### src/rtl/ctrl_evt_dispatch.sv
// Turns rising edges of a synchronized control level into queued events and
// dispatches them one at a time over a req/ack handshake with a bounded wait.
module ctrl_evt_dispatch #(
  parameter int CNT_W  = 4,
  parameter int TO_W   = 8,
  parameter int TO_CYC = 200
) (
  input  logic             clk_dest,
  input  logic             rst_dest_n,
  input  logic             ctrl_sync_i,
  input  logic             clr_i,
  input  logic             evt_ack_i,
  output logic             evt_req_o,
  output logic [CNT_W-1:0] pend_cnt_o,
  output logic             ovf_o,
  output logic             timeout_o
);

  typedef enum logic [1:0] {IDLE, REQ, GAP} state_t;

  localparam logic [CNT_W-1:0] CNT_MAX = '1;
  localparam bit               TO_EN   = (TO_CYC != 0);
  localparam logic [TO_W-1:0]  TO_LAST = TO_EN ? TO_W'(TO_CYC - 1) : '0;

  state_t          state;
  logic            ctrl_d;
  logic [TO_W-1:0] timer;
  logic            rise, ack, to_hit, done;

  assign rise   = ctrl_sync_i & ~ctrl_d;
  assign ack    = (state == REQ) & evt_ack_i;
  // Ack on the expiry edge wins, so the drop only fires without an ack.
  assign to_hit = TO_EN & (state == REQ) & ~evt_ack_i & (timer == TO_LAST);
  assign done   = ack | to_hit;

  always_ff @(posedge clk_dest or negedge rst_dest_n) begin
    if (!rst_dest_n) begin
      state      <= IDLE;
      ctrl_d     <= 1'b0;
      timer      <= '0;
      evt_req_o  <= 1'b0;
      pend_cnt_o <= '0;
      ovf_o      <= 1'b0;
      timeout_o  <= 1'b0;
    end else begin
      ctrl_d    <= ctrl_sync_i;
      timeout_o <= 1'b0;
      if (clr_i) begin
        state      <= IDLE;
        timer      <= '0;
        evt_req_o  <= 1'b0;
        pend_cnt_o <= '0;
        ovf_o      <= 1'b0;
      end else begin
        // A rise and a completed dispatch on the same edge cancel out.
        if (rise && !done) begin
          if (pend_cnt_o == CNT_MAX) ovf_o <= 1'b1;
          else                       pend_cnt_o <= pend_cnt_o + 1'b1;
        end else if (done && !rise) begin
          pend_cnt_o <= pend_cnt_o - 1'b1;
        end

        case (state)
          IDLE: begin
            timer <= '0;
            if (pend_cnt_o != '0) begin
              state     <= REQ;
              evt_req_o <= 1'b1;
            end
          end
          REQ: begin
            timer <= timer + 1'b1;
            if (done) begin
              state     <= GAP;
              evt_req_o <= 1'b0;
              timeout_o <= to_hit;
            end
          end
          GAP: begin
            timer <= '0;
            if (pend_cnt_o != '0) begin
              state     <= REQ;
              evt_req_o <= 1'b1;
            end else begin
              state <= IDLE;
            end
          end
          default: begin
            state     <= IDLE;
            evt_req_o <= 1'b0;
          end
        endcase
      end
    end
  end

endmodule

### config.mk
export PLATFORM = sky130hd
export DESIGN_NAME = ctrl_evt_dispatch
export DESIGN_NICKNAME = d
export VERILOG_FILES = /design/src/rtl/ctrl_evt_dispatch.sv
export SDC_FILE = /design/constraint.sdc
export NUM_CORES = 1
export LEC_CHECK = 0
export ABC_AREA = 1
export CAP_MARGIN = 25
export CELL_PAD_IN_SITES_DETAIL_PLACEMENT = 1
export CELL_PAD_IN_SITES_GLOBAL_PLACEMENT = 2
export CORE_MARGIN = 2
export CORE_UTILIZATION = 34
export CTS_CLUSTER_SIZE = 14
export DETAILED_ROUTE_END_ITERATION = 8
export PLACE_DENSITY_LB_ADDON = 0.1
export SYNTH_ARGS = -nofsm -noshare
export SYNTH_HDL_FRONTEND = slang
export SYNTH_SLANG_ARGS = --single-unit
### constraint.sdc
create_clock -name clk_dest -period 2.8 [get_ports clk_dest]
set_input_delay 0.28 -clock clk_dest [delete_from_list [all_inputs] [get_ports clk_dest]]
set_output_delay 0.28 -clock clk_dest [all_outputs]
set_load 0.01 [all_outputs]
==> flow_metrics.py <==
metrics = {
    "die": {
        "initial_core_util": 0.362,
        "coreArea_um2": 2780,
        "die_x_um": 58.4,
        "ios": 12,
        "die_area_um2": 3410,
        "die_h_um": 58.4,
        "rows": 19,
    },
    "clock_network": {
        "clkSinkCount": 18,
        "cts_setup_buffers": 0,
        "cts_tree": "yes",
        "clockBufferDepth": 2,
        "cts.repair.resized": 0,
        "clk_pin_slew_ns": 0.12,
        "cts_max_level": 1,
        "cts_hold_buffers": 0,
        "clk_latency_ns": 0.31,
        "numCtsBuffers": 3,
        "clock-root-buffer": "clkbuf_4",
    },
    "cells_and_area": {
        "layout.nets": 148,
        "syn_to_final_growth_pct": 18.4,
        "diodes": 0,
        "drive_gt1_frac": 0.108,
        "final_area_um2": 1190,
        "fill_cells": 347,
    },
    "grt": {
        "antenna_found_initial": 0,
        "grt_max_degree": 19,
        "overflow": 0,
        "gr-usage-all-layers": 0.168,
        "grt_pass1_vias": 939,
        "grt_pass1_wl_um": 4300,
    },
    "sta": {
        "period_needed_ns": 2.01,
        "timing.final.crit_share": 0.717,
        "setup_ws_ns": 0.792,
        "finClkSkew_ns": 0.000788,
        "rsz0062_at_grt": "false",
        "max_freq_mhz": 498,
        "fin_tns_setup_ns": 0,
        "finalHoldViolCount": 0,
        "tightest_slew_ns": 0.847,
        "drv_slew": 0,
        "final-setup-viol-count": 0,
        "relSlewSlack": 0.434,
    },
    "power_and_ir_drop": {
        "finalPower_uw": 842,
        "p_leak_uw": 0.000557,
        "swShare": 0.392,
        "clkPwrFrac": 0.214,
        "p_int_uw": 512,
        "seqPwrFrac": 0.420,
        "ir_drop_mv": 0.397,
        "p_sw_uw": 330,
        "p_comb_frac": 0.366,
        "p_per_area_nw_per_um2": 706,
    },
    "place": {
        "gp_congestion": 0.760,
        "dp_hpwl_um": 1890,
        "io_buffer_count": 11,
        "place_area_um2": 1160,
        "pre_cts_slack_ns": 0.569,
    },
    "worst_setup_path": {
        "cpMostUsedCell": "nand2_1",
        "cp-start-kind": "register",
        "cpPeakStageDelay_ns": 0.43,
        "crit_start": "timer[0]",
        "crit_slowest_cell": "dfrtp_1",
        "cp_max_fo": 5,
        "path_delay_family": "simple AND/OR/NAND/NOR gates",
        "crit_chain": "ha_1 > nand2_1 > nor2_1 > nand3_1 > nand3_2 > ha_1 > nand2_1 > nand3b_1 > nand2_1 > nand2_1 > nand3_1 > nand2_1",
        "cp_data_arrival_time_ns": 2.23,
        "critPathKind": "reg2reg",
        "worst-path-buf-inv": 0,
        "critPathRequiredTime_ns": 3.02,
        "cp-end-kind": "register",
        "worstReg2RegStart": "timer[0]",
    },
    "min_path": {
        "hp-start": "ctrl_sync_i",
        "hold_class": "in2reg",
    },
    "yosys": {
        "synth_cell_types": 26,
        "syn-cell-area_um2": 1010,
        "synth_nets": 132,
        "synth-seq-cells": 18,
        "synth_area_per_cell_um2": 8.12,
        "syn_inst": 124,
        "ys_warn_count": 0,
        "ys_seq_area_frac": 0.447,
    },
    "route": {
        "dr_total_vias": 865,
        "finalWirelength_um": 2430,
        "ant_nets": 0,
        "viasPerCell": 5.09,
        "drt-initial-drc-count": 11,
        "drc_errors": 0,
        "drt_first_pass_iters": 4,
        "wl_per_cell_um": 14.3,
    },
    "flow_run": {
        "max_cap_viol_count": 0,
    },
    "outcome": {
        "status": "completed",
    },
}
[synthesized netlist by cell type (all sizes together)]
cell	number	area, um2
nand2	25	109
inv	23	86.3
dfrtp	18	450
nand3	11	72.6
nor2	11	43.8
a21oi	7	38.8
nand4	5	31.3
nor3	5	25.0
o21ai	4	20.0
ha	3	37.5
o21a	3	22.5
nand3b	2	15.0
a211oi	1	7.51
a31oi	1	6.26
a32o	1	10.0
mux2i	1	10.0
nor4	1	6.26
o22ai	1	6.26
or2	1	8.76
[state kept, by name, summed over array words and instances (netlist names)]
| signal | count |
|---|---|
| pend_cnt_o | 4 |
| state | 2 |
| ovf_o | 1 |
| evt_req_o | 1 |
| timer | 8 |
| ctrl_d | 1 |
| timeout_o | 1 |
[power by group through the flow]
stage	sequential [uW]	clock, uW	combinational [uW]
floorplan	356	0	190
global placement	357	0	304
detailed placement	361	0	312
CTS	355	183	313
global route	362	194	352
finish	354	180	308
[cell type report]
class / count / area, um2 / share of cell area
clock buffers: 4 / 36.3 / 0.0304
flip-flops and latches: 18 / 450 / 0.378
well taps: 31 / 38.8 / 0.0325
multi-input cells: 83 / 470 / 0.395
inverters: 23 / 86.3 / 0.0724
repair buffers: 11 / 110 / 0.0923
[routing by layer]
layer | vias to the layer above | track usage | wire (um)
li1 | 443 | - | -
met2 | 12 | 0.257 | 1010
met4 | 0 | 0.0698 | 44
met1 | 405 | 0.240 | 1310
met5 | - | 0 | 0
met3 | 5 | 0.0198 | 68
[worst paths after layout]
| path | to | slack, ns | cells past startpoint |
|---|---|---|---|
| min reg2reg | ovf_o | 0.52 | 1 |
| min | ctrl_d | 0.42 | 1 |
| max in group asynchronous | pend_cnt_o[1] | 1.85 | 1 |
| max | pend_cnt_o[3] | 0.79 | 12 |
| max reg2reg | pend_cnt_o[3] | 0.79 | 12 |
| min in group asynchronous | timer[2] | 0.43 | 1 |
[cell families after synthesis]
group | Yosys count | synth area share
and+or+nand+nor | 61 | 0.309
buffers and inverters | 23 | 0.0857
AOI/OAI and AO/OA | 18 | 0.111
muxes | 1 | 0.00994
DFF | 18 | 0.447
adders and majority gates | 3 | 0.0373
[placed cells by master, fill, tap and decap left out, drive strengths merged]
cell and n:
nand2 25, inv 23, dfrtp 18, clkdlybuf4s50 11
nor2 11, nand3 11, a21oi 7, nand4 5
nor3 5, o21ai 4, clkbuf 4, o21a 3
ha 3, nand3b 2, or2 1, mux2i 1
o22ai 1, nor4 1, a31oi 1, a211oi 1
a32o 1
[through the flow]
step	utilization	hold slack [ns]	cells
6_report	0.429	0.425	170
4_1_cts	0.429	0.422	170
2_1_floorplan	-	-0.0156	124
3_5_place_dp	0.416	0.493	166
3_3_place_gp	0.416	0.477	166
5_1_grt	0.429	0.428	170
Power figures use the tool's default switching activity.
